==> config.mk <==
export PLATFORM = sky130hd
export DESIGN_NAME = lfsr_flat
export DESIGN_NICKNAME = d
export VERILOG_FILES = /design/src/rtl/lfsr_pkg.sv /design/src/rtl/lfsr_if.sv /design/src/rtl/lfsr_feedback.sv /design/src/rtl/lfsr.sv /design/src/flat_wrapper.sv
export SDC_FILE = /design/constraint.sdc
export NUM_CORES = 1
export LEC_CHECK = 0
export ABC_AREA = 1
export ABC_CLOCK_PERIOD_IN_PS = 2300
export BUFFER_PORTS_ARGS = -buffer_cell sky130_fd_sc_hd__buf_2
export CORE_AREA = 2 2 39 41
export CTS_BUF_LIST = sky130_fd_sc_hd__clkbuf_8
export CTS_CLUSTER_SIZE = 25
export DETAILED_ROUTE_END_ITERATION = 16
export DIE_AREA = 0 0 41 43
export HOLD_SLACK_MARGIN = 0.12
export MAX_ROUTING_LAYER = met4
export PLACE_DENSITY = 0.79
export SYNTH_ARGS = -nofsm -noshare
export SYNTH_HDL_FRONTEND = slang
export SYNTH_SLANG_ARGS = --single-unit
==> constraint.sdc <==
create_clock -name clock -period 2.3 [get_ports clock]
set_clock_uncertainty 0.1 [all_clocks]
set_input_delay 0.115 -clock clock [delete_from_list [all_inputs] [get_ports clock]]
set_output_delay 0.115 -clock clock [all_outputs]
set_load 0.05 [all_outputs]
==> src/rtl/lfsr_pkg.sv <==
// Shared types, constants and the step function for the programmable LFSR.
// The step function is generic up to LFSR_MAX_W bits and is truncated by callers.
package lfsr_pkg;

    localparam int unsigned WIDTH_DEF   = 8;
    localparam int unsigned LFSR_MAX_W  = 64;

    localparam logic [7:0] POLY8_MAX = 8'hB8;
    localparam logic [3:0] POLY4_MAX = 4'hC;

    typedef enum logic {
        ST_LOAD,
        ST_RUN
    } lfsr_phase_e;

    // Fibonacci step: shift left, XOR of tapped bits enters at bit 0.
    // Returns the raw shifted value; zero recovery is left to the caller.
    function automatic logic [LFSR_MAX_W-1:0] lfsr_next(
        input logic [LFSR_MAX_W-1:0] state,
        input logic [LFSR_MAX_W-1:0] poly,
        input int unsigned           width
    );
        logic                  fb;
        logic [LFSR_MAX_W-1:0] keep;
        fb   = ^(state & poly);
        keep = (64'd1 << width) - 64'd1;
        return ({state[LFSR_MAX_W-2:0], fb}) & keep;
    endfunction

endpackage

==> src/rtl/lfsr_if.sv <==
// Pattern-generator control/data bundle: step enable, taps, seed and pattern out.
interface lfsr_if
    import lfsr_pkg::*;
#(
    parameter int unsigned WIDTH = WIDTH_DEF
);
    logic             en;
    logic [WIDTH-1:0] poly;
    logic [WIDTH-1:0] seed;
    logic [WIDTH-1:0] out;

    modport master (output en, output poly, output seed, input  out);
    modport slave  (input  en, input  poly, input  seed, output out);
endinterface

==> src/rtl/lfsr_feedback.sv <==
// Combinational feedback network: next shifted value from current state and tap mask.
module lfsr_feedback
    import lfsr_pkg::*;
#(
    parameter int unsigned WIDTH = WIDTH_DEF
) (
    input  logic [WIDTH-1:0] state,
    input  logic [WIDTH-1:0] poly,
    output logic [WIDTH-1:0] next
);

    always_comb begin
        next = WIDTH'(lfsr_next(LFSR_MAX_W'(state), LFSR_MAX_W'(poly), WIDTH));
    end

endmodule

==> src/rtl/lfsr.sv <==
// Programmable LFSR pattern generator: seed load on first enabled edge, then
// Fibonacci stepping with zero-state recovery. Output comes straight from the flops.
module lfsr
    import lfsr_pkg::*;
#(
    parameter int unsigned WIDTH = WIDTH_DEF
) (
    input  logic  clock,
    input  logic  rst,
    lfsr_if.slave bus
);

    lfsr_phase_e      phase_q, phase_d;
    logic [WIDTH-1:0] state_q, state_d;
    logic [WIDTH-1:0] shifted;

    lfsr_feedback #(.WIDTH(WIDTH)) u_feedback (
        .state (state_q),
        .poly  (bus.poly),
        .next  (shifted)
    );

    always_comb begin
        phase_d = phase_q;
        state_d = state_q;
        if (bus.en) begin
            unique case (phase_q)
                ST_LOAD: begin
                    // A zero seed would lock the register up, so it loads 1 instead.
                    state_d = (bus.seed == '0) ? WIDTH'(1) : bus.seed;
                    phase_d = ST_RUN;
                end
                ST_RUN: begin
                    state_d = (shifted == '0) ? WIDTH'(1) : shifted;
                end
                default: begin
                    phase_d = ST_LOAD;
                end
            endcase
        end
    end

    always_ff @(posedge clock or negedge rst) begin
        if (!rst) begin
            phase_q <= ST_LOAD;
            state_q <= '0;
        end else begin
            phase_q <= phase_d;
            state_q <= state_d;
        end
    end

    assign bus.out = state_q;

endmodule

==> src/flat_wrapper.sv <==
// flat-port wrapper written by rule: the top's interface ports become plain ports
module lfsr_flat import lfsr_pkg::*;
#(
    parameter int unsigned WIDTH = WIDTH_DEF
)
  (clock, rst, bus_en, bus_poly, bus_seed, bus_out);
  lfsr_if #(.WIDTH(WIDTH)) bus_i ();
  input  logic clock;
  input  logic rst;
  input wire logic [$bits(bus_i.en)-1:0] bus_en;
  input wire logic [$bits(bus_i.poly)-1:0] bus_poly;
  input wire logic [$bits(bus_i.seed)-1:0] bus_seed;
  output wire logic [$bits(bus_i.out)-1:0] bus_out;
  assign bus_i.en = bus_en;
  assign bus_i.poly = bus_poly;
  assign bus_i.seed = bus_seed;
  assign bus_out = bus_i.out;
  lfsr #(.WIDTH(WIDTH)) u_core (.clock(clock), .rst(rst), .bus(bus_i));
endmodule
==> impl_metrics.yaml <==
timing:
  max-slew-margin-rel_pct: 75.6
  setup_viol: 0
  hold_viol_final: 0
  min_period_over_period_pct: 60.5
  fin_crit_ns: 1.39
  maxSlewViolCount: 0
  fin_hold_ws_ns: 0.153
  worst_pin_slew_ns: 0.366
  tns_ns: 0
  max_freq_mhz: 719
  rsz0062_at_grt: "no"
yosys:
  synth_warnings: 0
  synth_nets: 122
  synthCells: 103
  synthTopCellsByCount: "nand2_1 (43), nor2_1 (13), inv_1 (11)"
  syn_avg_cell_area_um2: 6.27
  synth_top_flop_cell: "dfrtp_1"
  ys_types: 18
  syn-cell-area_um2: 646
  yosys.area.top_type: "dfrtp_1"
  synth_edf_count: 0
  synthArstFlopShare_pct: 100
  seq_area_frac_synth_pct: 34.9
  ys_seq_elements: 9
  synth_top_area_share_pct: 34.9
  yosysMostFrequentCell: "nand2_1"
  synth_area_leaders: "dfrtp_1 (35%), nand2_1 (25%), nor2_1 (7.6%)"
global_routing:
  gr-usage-all-layers_pct: 21.3
  antenna_found_initial: 0
  grt_max_degree: 18
  grt_pass1_vias: 636
  grt_pass1_wl_mm: 2.48
  grt_overflow: 0
clocking:
  ctsResizeCount: 0
  clock-root-buffer: "clkbuf_8"
  clk_path_buf_depth: 2
  clock_sinks: 9
  numCtsBuffers: 3
  cts_tree: "yes"
  htreeDepth: 1
  clock_latency_ns: 0.23
  cts.clk_slew.worst_paths_ns: 0.05
detailed_routing:
  dr.pass1.iters: 4
  drt_iter0_drc: 17
  wl_per_cell_um: 9.86
  routed_wl_mm: 1.53
  vias: 755
  antenna_left: 0
  viasPerCell: 4.87
  drc: 0
run_status:
  status: "finished, final reports clean"
final_layout:
  drive_above_1_share_pct: 26.6
  fillCellCount: 124
  nets: 159
  finalInstanceArea_um2: 910
  fin_util_pct: 65.7
  diodes: 0
  area_growth_pct: 40.9
floorplan:
  ios: 27
  die_area_um2: 1760
  start_util_pct: 46.7
  die_x_um: 41
  rows: 14
  design.core.area_um2: 1380
  die_h_um: 43
setup_path:
  critical_path.max_fanout: 12
  crit_path_start_kind: "flop"
  timing.critical_path.mode_cell: "nand2_1"
  required_ns: 2.36
  worstPathArrival_ns: 1.45
  crit_path_end_kind: "flop"
  startpoint: "u_core.phase_q"
  rr_startpoint: "u_core.phase_q"
  critPathSlowestCell: "dfrtp_1"
  path_cells: "nand2_1 -> nor3_1 -> nand4_1 -> nand2_1 -> nor2_1 -> a21oi_2"
  max_stage_delay_ns: 0.55
  critPathKind: "reg -> reg"
pwr:
  seqPwrFrac_pct: 30.0
  p_sw_uw: 353
  switching_share_pct: 45.4
  p_total_uw: 776
  power.density_nw_per_um2: 853
  p_clk_share_pct: 23.2
  power.internal_uw: 423
  p_comb_share_pct: 46.7
  p_leak_uw: 0.000528
  vdd_drop_max_mv: 0.535
job:
  maxCapViolations: 0
placed_design:
  hpwl_mm: 1.12
  dpl-instance-area_um2: 783
  routabilityCongestion: 0.789
  portBuffers: 26
hold_path:
  hp-class: "in -> async"
## power groups by stage
stage | Combinational (µW) | Clock, µW | Sequential [µW]
after global routing | 398 | 194 | 240
after detailed placement | 352 | 0 | 235
after CTS | 364 | 184 | 233
after global placement | 345 | 0 | 233
final | 363 | 180 | 233
after floorplan | 151 | 0 | 350
## stage by stage
step,std cells,setup WS [ns]
after floorplan,103,0.805
after global placement,143,0.952
after detailed placement,143,0.939
after CTS,155,0.914
after global routing,155,0.800
final,155,0.909
## what timing repair did
action / CTS / global route
hold buffers: 8 / 0
setup buffers: 0 / 0
hold endpoints to repair: 16 / 0
## worst max-delay path, delay by kind of cell (launching register included)
kind / cells / cell delay, ns
flops: 1 / 0.55
simple gates: 5 / 0.52
compound gates: 1 / 0.13
## registers in the layout, indices dropped and copies added (netlist names)
register / cells
u_core.phase_q: 1
u_core.bus.out: 8
## logic make-up (layout without fill, tap and decap cells)
| family | after synthesis | count (layout) | synth area share (%) |
|---|---|---|---|
| AOI/OAI and AO/OA | 12 | 12 | 11.4 |
| buffers and inverters | 13 | 49 | 8.33 |
| and+or+nand+nor | 68 | 68 | 44.0 |
| xor gates and xnor gates | 1 | 1 | 1.36 |
| DFF | 9 | 9 | 34.9 |
## layout by cell type, fill, tap and decap left out, types with 4 or more instances in the layout
master / netlist / final
nand2_2: 4 / 4
o21ai_0: 4 / 4
buf_2: 1 / 26
nand2_1: 43 / 43
dfrtp_1: 9 / 9
dlygate4sd3_1: 0 / 8
inv_1: 11 / 11
nor2_1: 13 / 13
## routing by layer
metal,vias up,share of wire [%],GRT usage [%]
met1,329,42,24.8
met5,-,0,-
met3,4,4.4,3.14
met2,25,52,35.0
met4,0,1.4,8.00
li1,397,-,-
## area by class of cell
| type | instances | area, µm² | share of cell area (%) |
|---|---|---|---|
| multi-input cells | 81 | 367 | 40.3 |
| repair buffers | 34 | 210 | 23.1 |
| clock buffers | 3 | 41.3 | 4.54 |
| flip-flops and latches | 9 | 225 | 24.8 |
| well taps | 16 | 20.0 | 2.20 |
| clock inverters | 1 | 5.00 | 0.550 |
| inverters | 11 | 41.3 | 4.54 |
## path summary, 6_finish.rpt
check,end,slack (ns),cells after the start
hold / removal,u_core.bus.out[6],0.15,2
setup / recovery,u_core.bus.out[0],0.91,6
hold reg to reg,u_core.bus.out[7],0.47,2
max in group asynchronous,u_core.bus.out[0],1.76,2
setup reg to reg,u_core.bus.out[0],0.91,6
min in group clock,u_core.bus.out[7],0.16,3
Note: power is estimated with default switching activity, not from simulation.
